### config.mk
export PLATFORM = sky130hd
export DESIGN_NAME = plb_dac_stream
export DESIGN_NICKNAME = d
export VERILOG_FILES = /design/src/rtl/plb_dac_stream.sv
export SDC_FILE = /design/constraint.sdc
export NUM_CORES = 1
export LEC_CHECK = 0
export ABC_CLOCK_PERIOD_IN_PS = 9850
export CAP_MARGIN = 10
export CORE_ASPECT_RATIO = 0.6
export CORE_UTILIZATION = 65
export CTS_CLUSTER_SIZE = 16
export DETAILED_ROUTE_END_ITERATION = 6
export PLACE_DENSITY = 0.84
export SYNTH_ARGS = -nofsm -noshare
export SYNTH_HDL_FRONTEND = slang
export SYNTH_SLANG_ARGS = --single-unit
### constraint.sdc
create_clock -name SPLB_Clk -period 9.85 [get_ports SPLB_Clk]
set_input_delay 1.97 -clock SPLB_Clk [delete_from_list [all_inputs] [get_ports SPLB_Clk]]
set_output_delay 1.97 -clock SPLB_Clk [all_outputs]
set_load 0.02 [all_outputs]
### src/rtl/plb_dac_stream.sv
// Multi-channel DAC sample engine: frame FIFO, programmable frame pacing and channel interleaving.
// Define PLB_DAC_STREAM_PATTERN_EN to send a ramp test pattern on underrun instead of repeating the last frame.
module plb_dac_stream #(
    parameter int DAC_WIDTH = 10,
    parameter int NUM_CH    = 2,
    parameter int FIFO_AW   = 4,
    parameter int DIV_WIDTH = 16,
    localparam int CHW      = (NUM_CH > 1) ? $clog2(NUM_CH) : 1
) (
    input  logic                        SPLB_Clk,
    input  logic                        SPLB_Rst,
    input  logic                        wr_en,
    input  logic [DAC_WIDTH*NUM_CH-1:0] wr_data,
    output logic                        wr_full,
    output logic [FIFO_AW:0]            fifo_level,
    input  logic                        enable,
    input  logic                        flush,
    input  logic [DIV_WIDTH-1:0]        rate_div,
    input  logic                        fmt_offset,
    input  logic                        clr_status,
    output logic                        underrun,
    output logic                        overflow,
    output logic [DAC_WIDTH-1:0]        S_Data,
    output logic [CHW-1:0]              S_ChSel,
    output logic                        S_DCLKIO,
    output logic                        S_PWRDN
);
    localparam int FW    = DAC_WIDTH * NUM_CH;
    localparam int DEPTH = 2 ** FIFO_AW;
    localparam int SW    = $clog2(NUM_CH + 1);
    localparam logic [FIFO_AW:0]     DEPTH_L = (FIFO_AW + 1)'(DEPTH);
    localparam logic [SW-1:0]        NCH_L   = SW'(NUM_CH);
    localparam logic [DIV_WIDTH-1:0] MIN_PM1 = DIV_WIDTH'(NUM_CH - 1);

    typedef enum logic {ST_IDLE = 1'b0, ST_RUN = 1'b1} state_t;

    state_t               state_q;
    logic [DIV_WIDTH-1:0] cnt_q, per_q, per_lim_s;
    logic [SW-1:0]        slot_q;
    logic [FW-1:0]        frame_q, next_frame_s;
    logic [DAC_WIDTH-1:0] slot_data_s;
    logic [FW-1:0]        mem_q [DEPTH];
    logic [FIFO_AW-1:0]   wr_ptr_q, rd_ptr_q;
    logic [FIFO_AW:0]     level_q, level_d;
    logic                 full_q, empty_s, push_s, pop_s, tick_s;
    logic                 underrun_q, overflow_q;
    logic [DAC_WIDTH-1:0] s_data_q;
    logic [CHW-1:0]       s_chsel_q;
    logic                 s_dclk_q, s_pwrdn_q;
`ifdef PLB_DAC_STREAM_PATTERN_EN
    logic [DAC_WIDTH-1:0] ramp_q;
`endif

    function automatic logic [DAC_WIDTH-1:0] fmt_f(input logic [DAC_WIDTH-1:0] s, input logic inv);
        return s ^ (DAC_WIDTH'(inv) << (DAC_WIDTH - 1));
    endfunction

    assign wr_full    = full_q;
    assign fifo_level = level_q;
    assign underrun   = underrun_q;
    assign overflow   = overflow_q;
    assign S_Data     = s_data_q;
    assign S_ChSel    = s_chsel_q;
    assign S_DCLKIO   = s_dclk_q;
    assign S_PWRDN    = s_pwrdn_q;

    assign empty_s   = (level_q == '0);
    assign per_lim_s = (rate_div < MIN_PM1) ? MIN_PM1 : rate_div;
    // A tick is suppressed on the cycle enable drops so no frame is popped on the way to idle.
    assign tick_s    = (state_q == ST_RUN) && enable && (cnt_q == per_q);

    // FIFO push/pop qualification and next fill level.
    always_comb begin
        push_s  = wr_en && !full_q && !flush;
        pop_s   = tick_s && !empty_s;
        level_d = level_q;
        if (flush) begin
            level_d = '0;
        end else if (push_s && !pop_s) begin
            level_d = level_q + 1'b1;
        end else if (!push_s && pop_s) begin
            level_d = level_q - 1'b1;
        end else begin
            level_d = level_q;
        end
    end

    // Frame to present on a tick: FIFO head, or the underrun substitute.
    always_comb begin
        next_frame_s = frame_q;
        if (!empty_s) begin
            next_frame_s = mem_q[rd_ptr_q];
        end else begin
`ifdef PLB_DAC_STREAM_PATTERN_EN
            for (int k = 0; k < NUM_CH; k++) begin
                next_frame_s[k*DAC_WIDTH +: DAC_WIDTH] = ramp_q + DAC_WIDTH'(k);
            end
`else
            next_frame_s = frame_q;
`endif
        end
    end

    // Sample of the current frame for the channel slot being serialised.
    always_comb begin
        slot_data_s = frame_q[DAC_WIDTH-1:0];
        if (slot_q < NCH_L) begin
            slot_data_s = frame_q[int'(slot_q)*DAC_WIDTH +: DAC_WIDTH];
        end else begin
            slot_data_s = frame_q[DAC_WIDTH-1:0];
        end
    end

    // FIFO storage array.
    always_ff @(posedge SPLB_Clk) begin
        if (push_s) begin
            mem_q[wr_ptr_q] <= wr_data;
        end
    end

    // FIFO pointers, level, full flag and sticky status flags.
    always_ff @(posedge SPLB_Clk) begin
        if (SPLB_Rst) begin
            wr_ptr_q   <= '0;
            rd_ptr_q   <= '0;
            level_q    <= '0;
            full_q     <= 1'b0;
            underrun_q <= 1'b0;
            overflow_q <= 1'b0;
        end else begin
            if (flush) begin
                wr_ptr_q <= '0;
                rd_ptr_q <= '0;
            end else begin
                if (push_s) wr_ptr_q <= wr_ptr_q + 1'b1;
                if (pop_s)  rd_ptr_q <= rd_ptr_q + 1'b1;
            end
            level_q    <= level_d;
            full_q     <= (level_d == DEPTH_L);
            underrun_q <= (tick_s && empty_s) ? 1'b1 : (clr_status ? 1'b0 : underrun_q);
            overflow_q <= (wr_en && full_q && !flush) ? 1'b1 : (clr_status ? 1'b0 : overflow_q);
        end
    end

    // Run/idle control, rate divider and per-channel output serialiser.
    always_ff @(posedge SPLB_Clk) begin
        if (SPLB_Rst) begin
            state_q   <= ST_IDLE;
            cnt_q     <= '0;
            per_q     <= '0;
            slot_q    <= NCH_L;
            frame_q   <= '0;
            s_data_q  <= '0;
            s_chsel_q <= '0;
            s_dclk_q  <= 1'b0;
            s_pwrdn_q <= 1'b1;
`ifdef PLB_DAC_STREAM_PATTERN_EN
            ramp_q    <= '0;
`endif
        end else begin
            case (state_q)
                ST_IDLE: begin
                    cnt_q     <= '0;
                    per_q     <= per_lim_s;
                    slot_q    <= NCH_L;
                    s_data_q  <= '0;
                    s_chsel_q <= '0;
                    s_dclk_q  <= 1'b0;
                    if (enable) begin
                        state_q   <= ST_RUN;
                        s_pwrdn_q <= 1'b0;
`ifdef PLB_DAC_STREAM_PATTERN_EN
                        ramp_q    <= '0;
`endif
                    end else begin
                        state_q   <= ST_IDLE;
                        s_pwrdn_q <= 1'b1;
                    end
                end
                ST_RUN: begin
                    if (!enable) begin
                        state_q   <= ST_IDLE;
                        cnt_q     <= '0;
                        slot_q    <= NCH_L;
                        s_data_q  <= '0;
                        s_chsel_q <= '0;
                        s_dclk_q  <= 1'b0;
                        s_pwrdn_q <= 1'b1;
                    end else if (tick_s) begin
                        cnt_q     <= '0;
                        per_q     <= per_lim_s;
                        frame_q   <= next_frame_s;
                        s_data_q  <= fmt_f(next_frame_s[DAC_WIDTH-1:0], fmt_offset);
                        s_chsel_q <= '0;
                        s_dclk_q  <= 1'b1;
                        slot_q    <= SW'(1);
`ifdef PLB_DAC_STREAM_PATTERN_EN
                        if (empty_s) ramp_q <= ramp_q + 1'b1;
`endif
                    end else begin
                        cnt_q    <= cnt_q + 1'b1;
                        s_dclk_q <= 1'b0;
                        if (slot_q < NCH_L) begin
                            s_data_q  <= fmt_f(slot_data_s, fmt_offset);
                            s_chsel_q <= CHW'(slot_q);
                            slot_q    <= slot_q + 1'b1;
                        end
                    end
                end
                default: begin
                    state_q   <= ST_IDLE;
                    s_pwrdn_q <= 1'b1;
                end
            endcase
        end
    end
endmodule

After elaboration in Yosys (flattened, before gate mapping). Memories as Yosys holds them, arrays and structs flattened. A register that Yosys moved wholly into a read port is not among the register bits. Index checks and enable logic that the tools add are counted.

Bits of input ports: 43. Word-level logic and storage cells: 97. Memory bits (writable): 320. Register bits after elaboration: 84. Latch bits: 0. Memories kept: 1. Output and inout bits: 21. ROM bits: 0.

Memories: mem_q (depth 16, bits a word 20, read ports 1, clocked after Yosys merged registers in 1, wr ports 1, line 42) `logic [FW-1:0] mem_q [DEPTH];`.

Divide/modulo/power cells: 0. Bitwise operators: 4. Magnitude comparators: 2. Eq/ne operators: 6. Reduce and logical (&&, ||, !) cells: 22. Add/sub/neg operators: 6. $mul: 1. Shift-type cells: 1. Mux-type cells: 38.

Operators with widths (count): 2-to-1 mux 16 bit (5); one-hot mux 16 bit (2 select lines) (2); 2-to-1 mux 10 bit (5); one-hot mux 10 bit (2 select lines) (1); variable part select 20 x 7 -> 10 bit (1); XOR 10 bit (2); adder 16 x 1 -> 16 bit, second input constant (1); equality test 16 bit (1); less-than comparator 16 x 1 -> 1 bit, second input constant (1); 2-to-1 mux 5 bit (3); 2-to-1 mux 1 bit (13); logical AND 1 bit (10); adder 4 x 1 -> 4 bit, second input constant (2); 2-to-1 mux 4 bit (2); 2-to-1 mux 2 bit (3); one-hot mux 1 bit (2 select lines) (3); adder 5 x 1 -> 5 bit, second input constant (1); equality test 5 bit, second input constant (1); logical NOT 1 bit (5); logical NOT 5 bit (1); multiplier 2 x 3 -> 5 bit, second input constant (1); subtractor 5 x 1 -> 5 bit, second input constant (1); != test 2 bit, second input constant (2); != test 4 x 2 -> 1 bit, second input constant (1); other kinds (10) (12).

Logic depth before layout (Yosys ltp). Gate-level depths: netlist of the first run.

Word-level depth: 9. Mapped depth: 9. Gate-level depth less buffers: 8.

Worst setup path after synthesis of the first run. Ideal clock, no wire load.

Kind: input-to-reg. Start point: in wr_en. End point: mem mem_q[3][0] (netlist name) (enable). Data arrival time: 4.343 ns. Path buffers: 1. Path slack: 5.084 ns. Required time: 9.428 ns. Setup time: 0.422 ns. Stages on the path: 5. Cells stage by stage: nor2b_1 nor2b_1 clkbuf_1 nand2_1 nor3_1.

Longest elaborated chain between the ends: 4.

Ends and longest elaborated chain: from (decl) (line 12) `input logic wr_en,`; logical AND 1 bit (2 in series) (line 74) `push_s = wr_en && !full_q && !flush;`; 2-to-1 mux 1 bit (line 116) `if (push_s) begin`; 2-to-1 mux 1 bit (not written as such) (line 117) `mem_q[wr_ptr_q] <= wr_data;`; to (decl) (line 42).

No other way between the ends.

==> flow_summary.yaml, run 1 <==
sta:
  clock_skew_ps: 17.3
  worstMarginPinSlew_ps: 1150
  post-route-min-period_ps: 4320
  fin_crit_sh_pct: 43.8
  relSlewSlack_pct: 23.4
  setup_viol: 0
  rsz0062_at_grt: "no"
  clock.fmax_mhz: 232
  hold_viol_final: 0
  maxSlewViolCount: 0
  fin_setup_tns_ps: 0
yosys:
  synth_top_area_cell: "edfxtp_1"
  syn_avg_cell_area_um2: 18.2
  ys_types: 47
  postSynthCellCount: 871
  ys.flop_type: "edfxtp_1"
  synth_area_um2: 15900
  yosys-top-cells-area: "edfxtp_1, mux4_2, dfxtp_1, mux2i_1, nor2_1"
  synth_edf_count: 320
  ys_ff_latch: 408
  ys_warn_count: 0
  ys_seq_area_share_pct: 71.7
  synth_top_area_share_pct: 60.6
  async_reset_ff_share_pct: 0
  synth_fp_nets: 923
critical_path:
  crit_end: "S_Data[5]"
  reg2regPathDepth: 6
  r2r_slack_ps: 6310
  critPathLaunchType: "primary input"
  critical_path_required_ps: 10310
  critPathLaunch: "SPLB_Rst"
  cpPeakStageDelay_ps: 880
  cpMaxStageDelayCell: "nor2_1"
  worst-setup-path-type: "primary input to register"
  arrival_ps: 4780
  cp.depth: 7
  cp_num_buf_inv: 2
  crit_family: "simple AND/OR/NAND/NOR gates"
  crit_chain: "clkdlybuf4s50_1 -> buf_4 -> nor2b_1 -> nand3_1 -> nor2_1 -> nand2_1 -> o21ai_1"
  cp_max_fo: 41
  end_kind: "register"
  timing.rr.end: "S_Data[2]"
detailed_routing:
  num_vias: 8564
  wirelength_um: 38700
  first_pass_iters: 6
  drt_drc_violations_left: 0
  drt.antenna.violating_nets: 0
  viasPerCell: 6.66
  first_iter_violations: 1294
  wire_per_inst_um: 30.1
finish:
  layout_commonest_cell: "edfxtp_1"
  antenna_cells: 0
  nets: 995
  layout_common_cells: "edfxtp_1, mux4_2, dfxtp_1, nor2_1, clkdlybuf4s50_1"
  final_core_util_pct: 76.7
  layout-drive-gt1-share_pct: 20.7
  areaGrowthSynthToFinish_pct: 13.8
  n_fill_cell: 1256
power_and_ir_drop:
  switchingPower_uw: 687
  p_int_uw: 2750
  swShare_pct: 20.0
  power_uw: 3440
  ir_drop_v: 0.000177
  pwr-share-comb_pct: 2.8
  p_leak_uw: 0.00579
  p_clk_share_pct: 42.6
  power_frac_seq_pct: 54.5
  power_density_nw_per_um2: 191
clocking:
  clock-sinks: 408
  postCtsHoldBufs: 0
  clkTransAtPathRegs_ps: 70
  cts_made_buffers: 36
  postCtsSetupBuffers: 0
  htreeDepth: 2
  cts_buffer_depth: 3
  cts_root_buffer: "clkbuf_16"
  cts_tree: "done"
  clkLatencyLatePin_ps: 530
  ctsResizeCount: 0
global_route:
  globalRouteTotalUtil_pct: 32.5
  gr-total-overflow: 0
  grt_pass1_wl_um: 56000
  grt_pass1_vias: 8059
  antenna_found_initial: 1
  grt_max_degree: 46
run_status:
  status: "finished, final reports clean"
placement:
  portBuffers: 63
  hpwlAfterDp_um: 25100
  gp_congestion: 0.940
floorplan:
  die_y_um: 123
  initial_utilization_pct: 67.4
  placementRows: 43
  coreArea_um2: 23500
  die_x_um: 204
  dieArea_um2: 25000
  ioPinCount: 64
hold_path:
  hp-class: "register to register"
flow_run:
  maxCapViolations: 0
[worst reg2reg max path: stages, from the launching register on]
cell	delay, ps
dfxtp_4	860
buf_4	770
mux4_2	710
mux4_2	490
and3_1	230
a221oi_2	250
o21ai_1	110
[cell type report]
cell class	instances	area, um2	share of cell area (%)
Clock buffer	41	941	5.22
Multi-Input combinational cell	414	4290	23.8
Timing Repair Buffer	74	713	3.95
Tap cell	315	394	2.19
Clock inverter	25	283	1.57
Sequential cell	408	11400	63.1
Inverter	9	33.8	0.187
[logic make-up after synthesis]
kind of cell / after synthesis / share of synthesized area (%)
DFF: 408 / 71.7
muxes: 133 / 16.2
AOI/OAI and AO/OA: 50 / 2.31
adders and majority gates: 9 / 0.710
xor gates and xnor gates: 40 / 2.21
and+or+nand+nor: 182 / 5.28
buffers and inverters: 49 / 1.53
[sequential cells by signal (all words and copies together), names as in the netlist, 2 cells and up, named ones only]
signal and count:
mem_q 320, frame_q 20, cnt_q 16, per_q 16, S_Data 10, fifo_level 5
rd_ptr_q 4, wr_ptr_q 4, slot_q 2
[stage by stage]
| stage | hold WS (ps) | area, um2 | cells | setup WS (ps) |
|---|---|---|---|---|
| after floorplan | 436 | 15900 | 871 | 5080 |
| after global placement | 444 | 16800 | 1220 | 5220 |
| after detailed placement | 450 | 16800 | 1220 | 5130 |
| after CTS | 458 | 18000 | 1286 | 5660 |
| after global routing | 476 | 18000 | 1286 | 5400 |
| final | 459 | 18000 | 1286 | 5530 |
[power groups by stage]
stage / sequential, uW / clock, uW / combinational (uW)
final: 1870 / 1460 / 96.8
after global routing: 1870 / 1540 / 101
after CTS: 1870 / 1470 / 95.0
after detailed placement: 1910 / 0 / 93.6
after global placement: 1910 / 0 / 90.4
after floorplan: 1910 / 0 / 34.1
[per-layer routing]
metal	vias up	global-route usage (%)	wire length (um)
met5	-	0	0
met4	0	5.97	538
met3	49	7.43	5030
met2	555	46.7	17200
met1	4388	51.9	16000
li1	3572	-	-
[how the worst min path moves through the flow]
stage          startpoint         end  cells after the start
6_report        S_Data[0]   S_Data[0]                      2
5_1_grt         S_Data[8]   S_Data[8]                      2
4_1_cts         S_Data[0]   S_Data[0]                      2
3_5_place_dp    S_Data[0]   S_Data[0]                      2
3_3_place_gp   frame_q[9]  frame_q[9]                      2
2_1_floorplan  frame_q[9]  frame_q[9]                      2
[cell usage after synthesis (all sizes together) (4+ instances only)]
| cell type | instances |
|---|---|
| mux2i | 32 |
| a221oi | 7 |
| nor4 | 8 |
| nand2 | 37 |
| mux4 | 99 |
| buf | 18 |
| xnor2 | 12 |
| edfxtp | 320 |
| nor3 | 6 |
| nand4 | 4 |
| inv | 9 |
| nand3 | 10 |
| a21oi | 17 |
| xor2 | 28 |
| and3 | 12 |
| o21ai | 14 |
| nand2b | 4 |
| clkbuf | 22 |
| dfxtp | 88 |
| ha | 9 |
| nor2 | 86 |
| nor2b | 7 |
Note: power is estimated with default switching activity, not from simulation.
==> inputs of run 2 (changes only) <==
==> config.mk (replaced) <==
export PLATFORM = sky130hd
export DESIGN_NAME = plb_dac_stream
export DESIGN_NICKNAME = d
export VERILOG_FILES = /design/src/rtl/plb_dac_stream.sv
export SDC_FILE = /design/constraint.sdc
export NUM_CORES = 1
export LEC_CHECK = 0
export ABC_CLOCK_PERIOD_IN_PS = 4000
export CAP_MARGIN = 10
export CORE_ASPECT_RATIO = 0.6
export CORE_UTILIZATION = 60
export CTS_CLUSTER_SIZE = 16
export DETAILED_ROUTE_END_ITERATION = 6
export PLACE_DENSITY = 0.79
export SYNTH_ARGS = -nofsm -noshare
export SYNTH_HDL_FRONTEND = slang
export SYNTH_SLANG_ARGS = --single-unit
==> constraint.sdc (replaced) <==
create_clock -name SPLB_Clk -period 4 [get_ports SPLB_Clk]
set_input_delay 0.8 -clock SPLB_Clk [delete_from_list [all_inputs] [get_ports SPLB_Clk]]
set_output_delay 0.8 -clock SPLB_Clk [all_outputs]
set_load 0.02 [all_outputs]
==> run 2 against run 1 <==
Net effect: setup slack got worse by 4700 ps; critical path depth is 1 lower; clock power grew 110%; die area is 8.2% higher; first-iteration DRC count fell by 34%; critical path type is now register to register; via count is 4.4% lower; global-route usage is 6.1 points lower; sequential power rose by 150%.
==> flow_summary.yaml, run 2 (synthesis results as in run 1) <==
sta:
  post-route-min-period_ps: 3130
  fin_crit_sh_pct: 78.1
  relSlewSlack_pct: 27.9
  rsz0062_at_grt: "no"
  setup_viol: 0
  fin_setup_tns_ps: 0
  clock.fmax_mhz: 320
  maxSlewViolCount: 0
  hold_viol_final: 0
  worstMarginPinSlew_ps: 1080
  clock_skew_ps: 18.6
  worst_slack_ps: 874
clocking:
  cts_made_buffers: 35
  cts_root_buffer: "clkbuf_16"
  htreeDepth: 2
  clock-sinks: 408
  cts_buffer_depth: 3
  ctsResizeCount: 0
  clkLatencyLatePin_ps: 530
  postCtsHoldBufs: 0
  cts_tree: "done"
  postCtsSetupBuffers: 0
  clkTransAtPathRegs_ps: 70
power_and_ir_drop:
  ir_drop_v: 0.000388
  p_leak_uw: 0.00585
  power_density_nw_per_um2: 438
global_route:
  grt_pass1_vias: 8210
  globalRouteTotalUtil_pct: 26.4
  antenna_found_initial: 0
  grt_max_degree: 41
  gr-total-overflow: 0
  grt_pass1_wl_um: 51200
detailed_routing:
  drt_drc_violations_left: 0
  first_iter_violations: 852
  wirelength_um: 33800
  wire_per_inst_um: 25.2
  first_pass_iters: 5
  num_vias: 8184
  drt.antenna.violating_nets: 0
  viasPerCell: 6.10
placement:
  hpwlAfterDp_um: 22200
  pre_cts_slack_ps: 435
  gp_congestion: 0.848
  portBuffers: 63
floorplan:
  ioPinCount: 64
  placementRows: 45
  dieArea_um2: 27100
  initial_utilization_pct: 61.9
  die_x_um: 212
  die_y_um: 128
  coreArea_um2: 25600
finish:
  layout_commonest_cell: "edfxtp_1"
  layout-drive-gt1-share_pct: 21.7
  largest_register_ffs: 320
  n_fill_cell: 1544
  antenna_cells: 0
  final_core_util_pct: 70.9
  layout_common_cells: "edfxtp_1, mux4_2, dfxtp_1, nor2_1, clkdlybuf4s50_1"
  largest_registers: "mem_q (320), frame_q (20)"
  areaGrowthSynthToFinish_pct: 14.6
  nets: 1018
  largest_register: "mem_q"
critical_path:
  critPathLaunch: "per_q[8]"
  reg2reg_from: "per_q[8]"
  r2r_slack_ps: 870
  end_kind: "register"
  critical_path_required_ps: 4440
  cp_max_fo: 14
  worst-setup-path-type: "register to register"
  arrival_ps: 3560
  critPathLaunchType: "register"
hold_path:
  hp-start: "S_Data[1]"
  hp-class: "register to register"
flow_run:
  maxCapViolations: 0
run_status:
  status: "finished, final reports clean"
## run 2: changes by cell type in the layout (fill, tap and decap cells not counted), sizes merged
cell      change
buf          +24
bufinv        -5
clkbuf        +3
clkinvlp      -2
clkinv        -1
inv           -1
## run 2: worst max-delay path, cell delays in order, from the launching register on
cell     delay, ps
dfxtp_1        350
xor2_1         180
nor4_1         720
and4_1         710
nand2_1        440
or3_1          460
a21oi_1        180
## run 2: through the flow
step           instance area, um2  hold WS [ps]  total power (uW)  std cells
2_1_floorplan               15900           436              4780        871
4_1_cts                     18200           465              7990       1341
6_report                    18200           457              7950       1341
3_3_place_gp                17100           437              4910       1281
5_1_grt                     18200           488              8170       1341
3_5_place_dp                17100           456              4920       1281
## run 2: final timing paths
kind	end	depth (start not counted)
worst max-delay path	register	6
worst min-delay path	S_Data[1]	2
worst max register to register	register	6
worst min register to register	S_Data[1]	2
## run 2: cell type report
type / instances / area (um2) / area share [%]
multi-input combinational: 414 / 4290 / 23.6
timing repair buffer: 98 / 1010 / 5.54
tap: 352 / 440 / 2.43
inverter: 9 / 33.8 / 0.186
clock buffer: 44 / 910 / 5.01
sequential: 408 / 11400 / 62.7
clock inverter: 16 / 103 / 0.565
## run 2: metal layers
metal  vias up  GRT usage (%)  wire length, um
met5         -              0                0
met4         0           7.54              762
met3        56           5.93             2640
met2       321           39.0            15300
met1      4202           40.0            15100
li1       3605              -                -
## run 2: report_power, final
group	total [uW]	internal, uW	leakage, uW	switching [uW]
sequential	4610	4590	0.00360	16.6
combinational	220	86.0	0.00176	134
clock	3120	1680	0.000500	1440
total	7950	6360	0.00585	1600
